`src/rtl/counter_mod_prog.sv`:
```
// counter_mod_prog: programmable-modulus up/down counter with synchronous
// clear/load, run-time modulus update, combinational terminal count for
// cascading, a one-cycle error pulse for rejected requests and a
// saturating wrap counter.
module counter_mod_prog #(
  parameter int MAX_M   = 1000,
  parameter int M_RESET = MAX_M,
  parameter int WC      = 8,
  // Count width holds MAX_M-1, modulus width holds MAX_M.
  localparam int N      = $clog2(MAX_M),
  localparam int MW     = $clog2(MAX_M + 1)
) (
  input  logic          clk,
  input  logic          areset,
  input  logic          clr,
  input  logic          enable,
  input  logic          up,
  input  logic          sload,
  input  logic [N-1:0]  d,
  input  logic          m_load,
  input  logic [MW-1:0] m_in,
  output logic [N-1:0]  Q,
  output logic [MW-1:0] m_cur,
  output logic          tc,
  output logic          err,
  output logic [WC-1:0] wrap_cnt
);

  // Saturating increment: sticks at the all-ones value instead of rolling over.
  function automatic logic [WC-1:0] sat_inc(input logic [WC-1:0] v);
    if (v == {WC{1'b1}}) begin
      return v;
    end
    return v + WC'(1);
  endfunction

  logic [MW-1:0] q_ext;
  logic [MW-1:0] d_ext;
  logic          wrap_up;
  logic          wrap_dn;
  logic          wrap_step;
  logic          d_ok;
  logic          m_ok;
  logic [N-1:0]  q_next;
  logic          wrap_evt;
  logic          err_next;

  // All comparisons are done at modulus width with Q and d zero-extended.
  assign q_ext = MW'(Q);
  assign d_ext = MW'(d);

  // Wrap conditions; the down case also catches Q left above a shrunk modulus.
  assign wrap_up   = (q_ext >= (m_cur - MW'(1)));
  assign wrap_dn   = (Q == '0) || (q_ext >= m_cur);
  assign wrap_step = enable & (up ? wrap_up : wrap_dn);
  assign tc        = wrap_step;

  assign d_ok = (d_ext < m_cur);
  assign m_ok = (m_in >= MW'(2)) && (m_in <= MW'(MAX_M));

  // Next count: clr over sload over enable over hold; always uses the old modulus.
  always_comb begin
    q_next   = Q;
    wrap_evt = 1'b0;
    if (clr) begin
      q_next = '0;
    end else if (sload) begin
      q_next = d_ok ? d : '0;
    end else if (enable) begin
      wrap_evt = wrap_step;
      if (up) begin
        q_next = wrap_up ? '0 : (Q + N'(1));
      end else begin
        q_next = wrap_dn ? N'(m_cur - MW'(1)) : (Q - N'(1));
      end
    end
  end

  // A load is only rejected if it actually reaches the load stage (clr wins).
  assign err_next = (sload & ~clr & ~d_ok) | (m_load & ~m_ok);

  // Count register.
  always_ff @(posedge clk or negedge areset) begin
    if (!areset) begin
      Q <= '0;
    end else begin
      Q <= q_next;
    end
  end

  // Modulus register, updated independently of the count priority chain.
  always_ff @(posedge clk or negedge areset) begin
    if (!areset) begin
      m_cur <= MW'(M_RESET);
    end else if (m_load && m_ok) begin
      m_cur <= m_in;
    end
  end

  // Error pulse register.
  always_ff @(posedge clk or negedge areset) begin
    if (!areset) begin
      err <= 1'b0;
    end else begin
      err <= err_next;
    end
  end

  // Wrap counter: cleared by clr (which also discards a coincident wrap).
  always_ff @(posedge clk or negedge areset) begin
    if (!areset) begin
      wrap_cnt <= '0;
    end else if (clr) begin
      wrap_cnt <= '0;
    end else if (wrap_evt) begin
      wrap_cnt <= sat_inc(wrap_cnt);
    end
  end

endmodule

```
`config.mk`:
```
export PLATFORM = sky130hd
export DESIGN_NAME = counter_mod_prog
export DESIGN_NICKNAME = d
export VERILOG_FILES = /design/src/rtl/counter_mod_prog.sv
export SDC_FILE = /design/constraint.sdc
export NUM_CORES = 1
export LEC_CHECK = 0
export ABC_AREA = 0
export ABC_CLOCK_PERIOD_IN_PS = 4200
export CORE_MARGIN = 4
export CORE_UTILIZATION = 35
export DETAILED_ROUTE_END_ITERATION = 6
export PLACE_DENSITY_LB_ADDON = 0.08
export SLEW_MARGIN = 20
export SYNTH_ARGS = -nofsm -noshare
export SYNTH_HDL_FRONTEND = slang
export SYNTH_SLANG_ARGS = --single-unit
```
`constraint.sdc`:
```
create_clock -name clk -period 4.2 [get_ports clk]
set_clock_uncertainty 0.1 [all_clocks]
set_input_delay 0.84 -clock clk [delete_from_list [all_inputs] [get_ports clk]]
set_output_delay 0.84 -clock clk [all_outputs]
set_load 0.01 [all_outputs]
```
==> out/metrics.yaml, run 1 <==
drt:
  drt_iter0_drc: 142
  route.detailed.drc: 0
  viasPerCell: 5.55
  wire_per_inst_um: 17.7
  first_pass_iters: 4
  ant_nets: 0
  num_vias: 2706
  finalWirelength_mm: 8.65
critical_path:
  path_class: "reg -> out"
  crit_path_max_incr_delay_ns: 0.41
  reg2regPathDepth: 13
  crit_fanout: 4
  required_ns: 3.26
  arrival_ns: 2.91
  cp_slowest_cell: "dfrtp_1"
  end_kind: "output pin"
  path_cells: "inv_1, ha_1, nand2_1, nor3_1, xnor2_1, ha_1, nand4_2, or2_1, o221ai_4, nor2_1, nor3_1, dlygate4sd2_1"
  timing.rr.end: "wrap_cnt[5]"
  cp-start-kind: "register"
  rrSetupSlack_ns: 0.91
  rr_startpoint: "m_cur[1]"
floorplanning:
  die_x_um: 98.1
  rows: 32
  start_util_pct: 36.4
  coreArea_um2: 7810
  die_h_um: 98.1
  io-pin-count: 57
  die_area_um2: 9620
clock_network:
  cts-root-buf: "clkbuf_8"
  clock_path_buffers: 2
  clock_latency_ns: 0.28
  cts-htree-levels: 2
  cts_inserted_buffers: 5
  clock_sinks: 29
  post-cts-setup-buffer-count: 0
  hold_buffers: 0
  clkTransAtPathRegs_ns: 0.07
  cts_tree: "done"
  cts_resized: 3
logic_synthesis:
  yosysWarnings: 0
  synth.yosys.seq_area_share_pct: 25.8
  syn_inst: 327
  synth-seq-cells: 29
  synth.distinct_cells: 57
  synth_edf_count: 0
  synth_ff_type: "dfrtp_1"
  synth_top_cell_by_area: "dfrtp_1"
  synth_area_um2: 2840
  synthTopCellsByArea: "dfrtp_1, ha_1, dfstp_2"
  yosysTopAreaCellShare_pct: 20.3
  synth_nets: 387
  syn_avg_cell_area_um2: 8.69
  async_flop_share_pct: 100
sta:
  rsz0062_at_grt: "no"
  slew_violations: 0
  setup_viol: 0
  fin_setup_tns_ns: 0
  hold_violations: 0
  finalCriticalPeriod_ns: 3.85
  clock.fmax_mhz: 260
  fin_crit_sh_pct: 91.7
  worstMarginPinSlew_ns: 0.688
  slew_headroom_pct: 53.8
cells_and_area:
  n_antenna_cell: 0
  fillers: 796
  drive_gt1_share_pct: 13.2
  finish.utilization_pct: 47.1
  final_cell_mix: "clkdlybuf4s50_1, ha_1, nand2_1"
  area_growth_syn_to_layout_pct: 29.5
  final_common_cell: "clkdlybuf4s50_1"
  nNetsFinal: 445
placement:
  place_hpwl_mm: 6.81
  io_buffers: 56
  gp_congestion: 0.883
worst_hold_path:
  min_from: "wrap_cnt[7]"
  min_path_cells: 2
  holdPathEnd: "wrap_cnt[7]"
  min_path_type: "reg -> reg"
power:
  leakage_uw: 0.00156
  irDropWorstVdd_mv: 0.139
  p_per_area_nw_per_um2: 318
  p_seq_share_pct: 32.1
  combPwrFrac_pct: 41.7
  p_switching_uw: 440
  p_sw_share_pct: 37.6
  clockPowerShare_pct: 26.1
  power.internal_uw: 730
global_route:
  antenna_found_initial: 0
  grt_pass1_wl_mm: 14.3
  grtUsageTotal_pct: 18.4
  grt_pass1_vias: 2708
  overflow: 0
  grt_max_degree: 30
run:
  maxCapViolCount: 0
status:
  outcome: "completed"
[registers in the layout (all words and copies together), names as in the netlist]
| name | cells |
|---|---|
| Q | 10 |
| wrap_cnt | 8 |
| err | 1 |
| m_cur | 10 |
[area by class of cell]
type / instances / area, µm² / area share (%)
Clock inverter: 1 / 30.0 / 0.816
Sequential cell: 29 / 733 / 19.9
Clock buffer: 7 / 86.3 / 2.35
Inverter: 15 / 56.3 / 1.53
Timing Repair Buffer: 69 / 657 / 17.9
Multi-Input combinational cell: 265 / 1990 / 54.1
Tap cell: 102 / 128 / 3.47
[cells in the mapped netlist, drive strengths merged (3+ instances only)]
cell and instances:
a21o 3, a21oi 23, a221o 4, a22oi 6, a31oi 4, a32oi 5, and3 7, buf 7
clkbuf 11, dfrtp 23, dfstp 6, ha 33, inv 15, mux2 13, mux2i 3, nand2 32
nand2b 5, nand3 7, nand4 7, nor2 18, nor2b 5, nor3 9, nor4 6, nor4b 3
o211ai 4, o21a 3, o21ai 9, o31ai 9, or3 8, or4 3, xnor2 10, xor2 5
[power by group through the flow]
stage	Combinational, µW	Clock [µW]	Sequential [µW]
final	488	306	376
after floorplan	303	0	362
after CTS	489	315	376
after detailed placement	488	0	380
after global placement	488	0	380
after global routing	544	328	383
[kinds of logic (layout without fill, tap and decap cells)]
group	Yosys count	count (layout)	share of synthesized area [%]
compound gates	85	85	21.5
xor+xnor	15	15	4.62
flops	29	29	25.8
simple gates	116	116	22.7
mux	16	16	6.21
fa+ha+maj	33	33	14.5
buf+inv	33	92	4.62
[worst max-delay path, delay by kind of cell (launching register included)]
| family | cells | cell delay [ns] |
|---|---|---|
| xor+xnor | 1 | 0.13 |
| compound gates | 1 | 0.18 |
| flops | 1 | 0.41 |
| simple gates | 6 | 0.99 |
| buf+inv | 2 | 0.41 |
| fa+ha+maj | 2 | 0.52 |
[worst max-delay path by stage]
stage,startpoint,end,slack [ns],cells past startpoint
final,m_cur[1],tc,0.35,12
after global routing,m_cur[1],tc,0.13,12
after CTS,m_cur[1],tc,0.28,12
after detailed placement,m_cur[4],tc,0.28,11
after global placement,m_cur[1],tc,0.34,12
after floorplan,m_cur[2],tc,0.65,10
[stage by stage]
step           total power [µW]  std cells  hold slack (ns)  area, µm²  setup slack [ns]
2_1_floorplan               664        327            0.444       2840             0.646
3_3_place_gp                868        480            0.466       3550             0.339
3_5_place_dp                868        480            0.464       3550             0.283
4_1_cts                    1180        488            0.477       3680             0.282
5_1_grt                    1260        488            0.508       3680             0.133
6_report                   1170        488            0.474       3680             0.348
[metal layers]
metal,share of wire [%],vias to the layer above,global-route usage [%]
met3,4.0,5,3.29
met2,47,58,29.7
li1,-,1348,-
met5,0,-,0
met4,0.64,0,3.73
met1,49,1295,25.8
(Power assumes the default switching activity.)
==> run 2, diff against run 1 <==
--- a/config.mk
+++ b/config.mk
@@ -10,6 +10,7 @@
 export CORE_MARGIN = 4
 export CORE_UTILIZATION = 35
 export DETAILED_ROUTE_END_ITERATION = 6
+export GPL_ROUTABILITY_DRIVEN = 0
 export PLACE_DENSITY_LB_ADDON = 0.08
 export SLEW_MARGIN = 20
 export SYNTH_ARGS = -nofsm -noshare
==> run 2 against run 1 <==
  * Setup slack got worse by 0.059 ns
  * First-iteration DRC count decreased by 21%
  * Non-clock buffer count shrank 1
  * Total power fell by 3.1%
  * Critical path depth unchanged
  * Hold slack gained 0.0073 ns
  * Die area did not move
  * Sequential cell count stayed put
  * Register-to-register slack got worse by 0.20 ns
  * Count of clock-buffer cells in the layout did not move
  * Clock power is 12% lower
  * Largest cell class unchanged
==> out/metrics.yaml, run 2 (synthesis results as in run 1) <==
placement:
  io_buffers: 56  # unchanged
  place_hpwl_mm: 6.87  # +0.99%
  pre_cts_slack_ns: 0.287  # +0.00412 ns
clock_network:
  cts_tree: "done"
  hold_buffers: 0  # unchanged
  cts-root-buf: "clkbuf_8"
  cts-htree-levels: 2  # unchanged
  cts_inserted_buffers: 5  # unchanged
  clock_path_buffers: 2  # unchanged
  clock_sinks: 29  # unchanged
  clock_latency_ns: 0.29  # about the same
  clkTransAtPathRegs_ns: 0.07  # about the same
drt:
  num_vias: 2704  # -0.074%
  finalWirelength_mm: 8.89  # +2.7%
  drt_iter0_drc: 112  # -21%
  wire_per_inst_um: 18.3  # +2.9%
  viasPerCell: 5.55  # +0.13%
  ant_nets: 0  # unchanged
  route.detailed.drc: 0  # unchanged
  first_pass_iters: 4  # unchanged
cells_and_area:
  final_common_cell: "clkdlybuf4s50_1"
  finish.utilization_pct: 47.0  # -0.18 points
  drive_gt1_share_pct: 13.5  # +0.29 points
  final_cell_mix: "clkdlybuf4s50_1, ha_1, nand2_1"
  area_growth_syn_to_layout_pct: 29.0
  reg_top3: "Q (10), m_cur (10), wrap_cnt (8)"
  n_antenna_cell: 0  # unchanged
  fillers: 763  # -4.1%
  nNetsFinal: 444  # -0.22%
power:
  clockPowerShare_pct: 23.6  # -2.5 points
  report.power.total_uw: 1130  # -3.1%
  irDropWorstVdd_mv: 0.134  # -3.8%
  power.internal_uw: 685  # -6.1%
  p_per_area_nw_per_um2: 309  # -2.7%
  leakage_uw: 0.00157  # +0.17%
  p_seq_share_pct: 33.2  # +1.1 points
  combPwrFrac_pct: 43.2  # +1.5 points
  p_sw_share_pct: 39.6  # +2.0 points
  p_switching_uw: 449  # +2.1%
floorplanning:
  io-pin-count: 57  # unchanged
  coreArea_um2: 7810  # unchanged
  die_x_um: 98.1  # unchanged
  die_area_um2: 9620  # unchanged
  rows: 32  # unchanged
  die_h_um: 98.1  # unchanged
  start_util_pct: 36.4  # unchanged
sta:
  fin_crit_sh_pct: 93.1  # +1.4 points
  hold_violations: 0  # unchanged
  fin_setup_tns_ns: 0  # unchanged
  worstMarginPinSlew_ns: 0.705  # +0.0172 ns
  finalCriticalPeriod_ns: 3.91  # +0.0590 ns
  clock.fmax_mhz: 256  # -1.5%
  slew_headroom_pct: 52.7  # -1.2 points
  slew_violations: 0  # unchanged
  setup_ws_ns: 0.289  # -0.0590 ns
  holdWs_ns: 0.481  # +0.00729 ns
  rsz0062_at_grt: "no"
  setup_viol: 0  # unchanged
critical_path:
  crit_top_cell: "ha_1"
  cp-start-kind: "register"
  required_ns: 3.26  # about the same
  end_kind: "output pin"
  cp_slowest_cell: "dfrtp_1"
  crit_fanout: 4  # unchanged
  path_cells: "inv_1, ha_1, nand2_1, nor4_2, xnor2_1, ha_1, nand4_2, or2_1, o221ai_4, nor2_1, nor3_1, dlymetal6s2s_1"
  arrival_ns: 2.97  # +0.06 ns
  path_class: "reg -> out"
  crit_path_max_incr_delay_ns: 0.41  # about the same
  rr_startpoint: "m_cur[1]"
  crit_start: "m_cur[1]"
global_route:
  grtUsageTotal_pct: 18.9  # +0.43 points
  grt_pass1_wl_mm: 14.5  # +1.4%
  grt_pass1_vias: 2724  # +0.59%
  grt_max_degree: 30  # unchanged
  antenna_found_initial: 0  # unchanged
  overflow: 0  # unchanged
run:
  maxCapViolCount: 0  # unchanged
worst_hold_path:
  min_path_type: "reg -> reg"
  min_from: "wrap_cnt[7]"
status:
  outcome: "completed"
==> run 2: cell count changes in the layout (fill, tap and decap cells not counted), sizes merged <==
| cell | delta |
|---|---|
| clkinv | +1 |
| bufinv | -1 |
| dlymetal6s2s | +1 |
| buf | -1 |
| dlygate4sd2 | -1 |
==> run 2: path summary, 6_finish.rpt <==
kind / to / slack, ns / depth (start not counted)
min in group asynchronous: Q[5] / 0.85 / 2
setup / recovery: tc / 0.29 / 12
max in group asynchronous: m_cur[5] / 2.81 / 2
hold / removal: wrap_cnt[7] / 0.48 / 2
hold reg to reg: wrap_cnt[7] / 0.48 / 2
setup reg to reg: wrap_cnt[5] / 0.71 / 13
==> run 2: layout make-up <==
cell class,instances,area (µm²),area share (%)
inverters,15,56.3,1.54
flip-flops and latches,29,733,20.0
multi-input cells,265,1990,54.4
repair buffers,68,653,17.8
clock buffers,7,96.3,2.63
clock inverters,1,5.00,0.137
well taps,102,128,3.48
==> run 2: per-layer routing <==
layer  up-vias  GRT usage (%)  wire length (µm)
met1      1305           26.3              4310
met2        48           30.8              4210
met3         7           2.93               287
met4         0           4.26                85
met5         -              0                 0
li1       1344              -                 -
==> run 2: timing repair <==
action,4_1_cts,5_1_grt
pin swaps,0,1
setup endpoints to repair,1,1
resized for setup,3,1
setup buffers,0,0
==> run 2: power groups by stage <==
stage | sequential (µW) | combinational (µW) | clock (µW)
after floorplan | 362 | 303 | 0
after global placement | 381 | 488 | 0
after detailed placement | 381 | 488 | 0
after CTS | 377 | 491 | 275
after global routing | 384 | 546 | 284
final | 377 | 490 | 268
==> run 2: metrics by stage <==
stage / cell area, µm² / std cells
global route: 3670 / 487
detailed placement: 3540 / 479
floorplan: 2840 / 327
CTS: 3660 / 487
global placement: 3540 / 479
finish: 3670 / 487
==> run 2: critical path, delay by kind of cell (launching register included) <==
kind,cells,cell delay (ns)
compound gates,1,0.19
fa+ha+maj,2,0.51
flops,1,0.41
xor+xnor,1,0.14
buf+inv,2,0.31
simple gates,6,1.12
==> run 3, diff against run 2 <==
--- a/config.mk
+++ b/config.mk
@@ -8,9 +8,10 @@
 export ABC_AREA = 0
 export ABC_CLOCK_PERIOD_IN_PS = 4200
 export CORE_MARGIN = 4
-export CORE_UTILIZATION = 35
+export CORE_UTILIZATION = 45
 export DETAILED_ROUTE_END_ITERATION = 6
 export GPL_ROUTABILITY_DRIVEN = 0
+export HOLD_SLACK_MARGIN = 0.08
 export PLACE_DENSITY_LB_ADDON = 0.08
 export SLEW_MARGIN = 20
 export SYNTH_ARGS = -nofsm -noshare
==> run 3 against run 2 <==
  * Via count increased by 2.4%
  * Utilization increased by 13 points
  * Global-route usage increased by 4.4 points
  * Die area decreased by 21%
  * Final cell count decreased by 6.2%
  * Sequential share of layout area increased by 0.26 points
  * Critical endpoint unchanged
  * Routed wire length decreased by 2.4%
  * Sequential cell count unchanged
==> out/metrics.yaml, run 3 (synthesis results as in run 1) <==
cells_and_area:
  multi_input_area_um2: 1990  # unchanged
  finalInstanceArea_um2: 3630  # -1.1%
  fillers: 544  # -29%
  area_growth_syn_to_layout_pct: 27.6
  nNetsFinal: 441  # -0.68%
  final_common_cell: "clkdlybuf4s50_1"
  finish.utilization_pct: 60.2  # +13 points
  seq_area_um2: 734  # +0.17%
  n_antenna_cell: 0  # unchanged
  drive_gt1_share_pct: 13.1  # -0.42 points
  reg_top3: "Q (10), m_cur (10), wrap_cnt (8)"
  final_cell_mix: "clkdlybuf4s50_1, ha_1, nand2_1"
global_route:
  grtUsageTotal_pct: 23.2  # +4.4 points
  grt_pass1_vias: 2760  # +1.3%
  overflow: 0  # unchanged
  grt_pass1_wl_mm: 13.9  # -3.9%
  grt_max_degree: 30  # unchanged
  antenna_found_initial: 0  # unchanged
status:
  outcome: "completed"
sta:
  fin_crit_sh_pct: 93.5  # +0.36 points
  finalCriticalPeriod_ns: 3.93  # +0.0151 ns
  clock.fmax_mhz: 255  # -0.38%
  worstMarginPinSlew_ns: 0.756  # +0.0511 ns
  hold_violations: 0  # unchanged
  holdWs_ns: 0.482  # +0.00114 ns
  setup_ws_ns: 0.274  # -0.0151 ns
  setup_viol: 0  # unchanged
  slew_violations: 0  # unchanged
  fin_setup_tns_ns: 0  # unchanged
  rsz0062_at_grt: "no"
  slew_headroom_pct: 49.2  # -3.4 points
floorplanning:
  rows: 28  # -13%
  die_h_um: 87.5  # -11%
  io-pin-count: 57  # unchanged
  coreArea_um2: 6030  # -23%
  die_x_um: 87.5  # -11%
  die_area_um2: 7650  # -21%
  start_util_pct: 47.2  # +11 points
critical_path:
  path_class: "reg -> out"
  cp-start-kind: "register"
  rrSetupSlack_ns: 0.84  # +0.13 ns
  arrival_ns: 2.99  # +0.02 ns
  required_ns: 3.26  # about the same
  crit_fanout: 7  # +3
  end_kind: "output pin"
placement:
  pre_cts_slack_ns: 0.278  # -0.00928 ns
  place_area_um2: 3490  # -1.6%
  io_buffers: 56  # unchanged
  place_hpwl_mm: 6.56  # -4.6%
clock_network:
  cts-root-buf: "clkbuf_8"
  post-cts-setup-buffer-count: 0  # unchanged
  cts_inserted_buffers: 5  # unchanged
  cts-htree-levels: 2  # unchanged
  hold_buffers: 0  # unchanged
  cts_tree: "done"
  clock_path_buffers: 2  # unchanged
  clkTransAtPathRegs_ns: 0.07  # about the same
  cts_resized: 5  # +2
  clock_sinks: 29  # unchanged
  clock_latency_ns: 0.28  # about the same
power:
  p_per_area_nw_per_um2: 326  # +5.2%
  irDropWorstVdd_mv: 0.196  # +46%
  leakage_uw: 0.00154  # -1.6%
drt:
  finalWirelength_mm: 8.67  # -2.4%
  num_vias: 2769  # +2.4%
  drt_iter0_drc: 205  # +83%
  first_pass_iters: 4  # unchanged
  wire_per_inst_um: 19.0  # +4.0%
  viasPerCell: 6.06  # +9.1%
  ant_nets: 0  # unchanged
  route.detailed.drc: 0  # unchanged
worst_hold_path:
  min_path_type: "reg -> reg"
run:
  maxCapViolCount: 0  # unchanged
==> run 3: cell count changes in the layout (fill, tap and decap cells not counted) <==
cell / before / now
buf_4: 12 / 9
dlymetal6s2s_1: 1 / 0
dfrtp_1: 23 / 22
clkinvlp_4: 0 / 1
dfrtp_2: 0 / 1
bufinv_16: 0 / 1
dlygate4sd2_1: 0 / 1
clkinv_2: 1 / 0
clkbuf_8: 7 / 6
==> run 3: where the power goes <==
group | switching (µW) | internal (µW) | total [µW] | leakage, µW
logic | 260 | 224 | 483 | 0.00112
registers | 75.3 | 310 | 385 | 0.000363
clock network | 119 | 193 | 312 | 0.0000574
total | 454 | 727 | 1180 | 0.00154
==> run 3: per-layer routing <==
| layer | wire (µm) | global-route usage, % | part of all wire [%] |
|---|---|---|---|
| met1 | 3910 | 31.3 | 45 |
| met2 | 4130 | 37.3 | 48 |
| met3 | 469 | 4.26 | 5.4 |
| met4 | 161 | 7.95 | 1.9 |
| met5 | 0 | 0 | 0 |
==> run 3: layout make-up <==
class | instances | area share (%)
clock buffers | 6 | 2.28
clock inverters | 2 | 1.04
inverters | 15 | 1.55
multi-input cells | 265 | 55.0
flip-flops and latches | 29 | 20.3
well taps | 75 | 2.59
repair buffers | 65 | 17.3
==> run 3: worst paths after layout <==
| check | from | endpoint | depth (start not counted) |
|---|---|---|---|
| worst max-delay path | m_cur[0] | tc | 12 |
| worst min-delay path | wrap_cnt[7] | wrap_cnt[7] | 2 |
| worst max register to register | m_cur[0] | wrap_cnt[7] | 13 |
| worst min register to register | wrap_cnt[7] | wrap_cnt[7] | 2 |
| max in group asynchronous | areset | m_cur[6] | 2 |
| min in group asynchronous | areset | Q[7] | 2 |
==> run 3: through the flow <==
stage | power (µW) | cells
6_report | 1180 | 457
4_1_cts | 1190 | 457
3_5_place_dp | 865 | 449
3_3_place_gp | 856 | 449
2_1_floorplan | 664 | 327
5_1_grt | 1260 | 457
==> run 3: critical path: stages, from the launching register on <==
cell,delay [ns]
dfrtp_2,0.46
inv_1,0.11
ha_1,0.19
nand2_1,0.14
nor4_2,0.22
xnor2_1,0.14
ha_1,0.30
nand4_2,0.14
or2_1,0.29
o221ai_4,0.18
nor2_1,0.09
nor3_1,0.15
dlygate4sd2_1,0.29
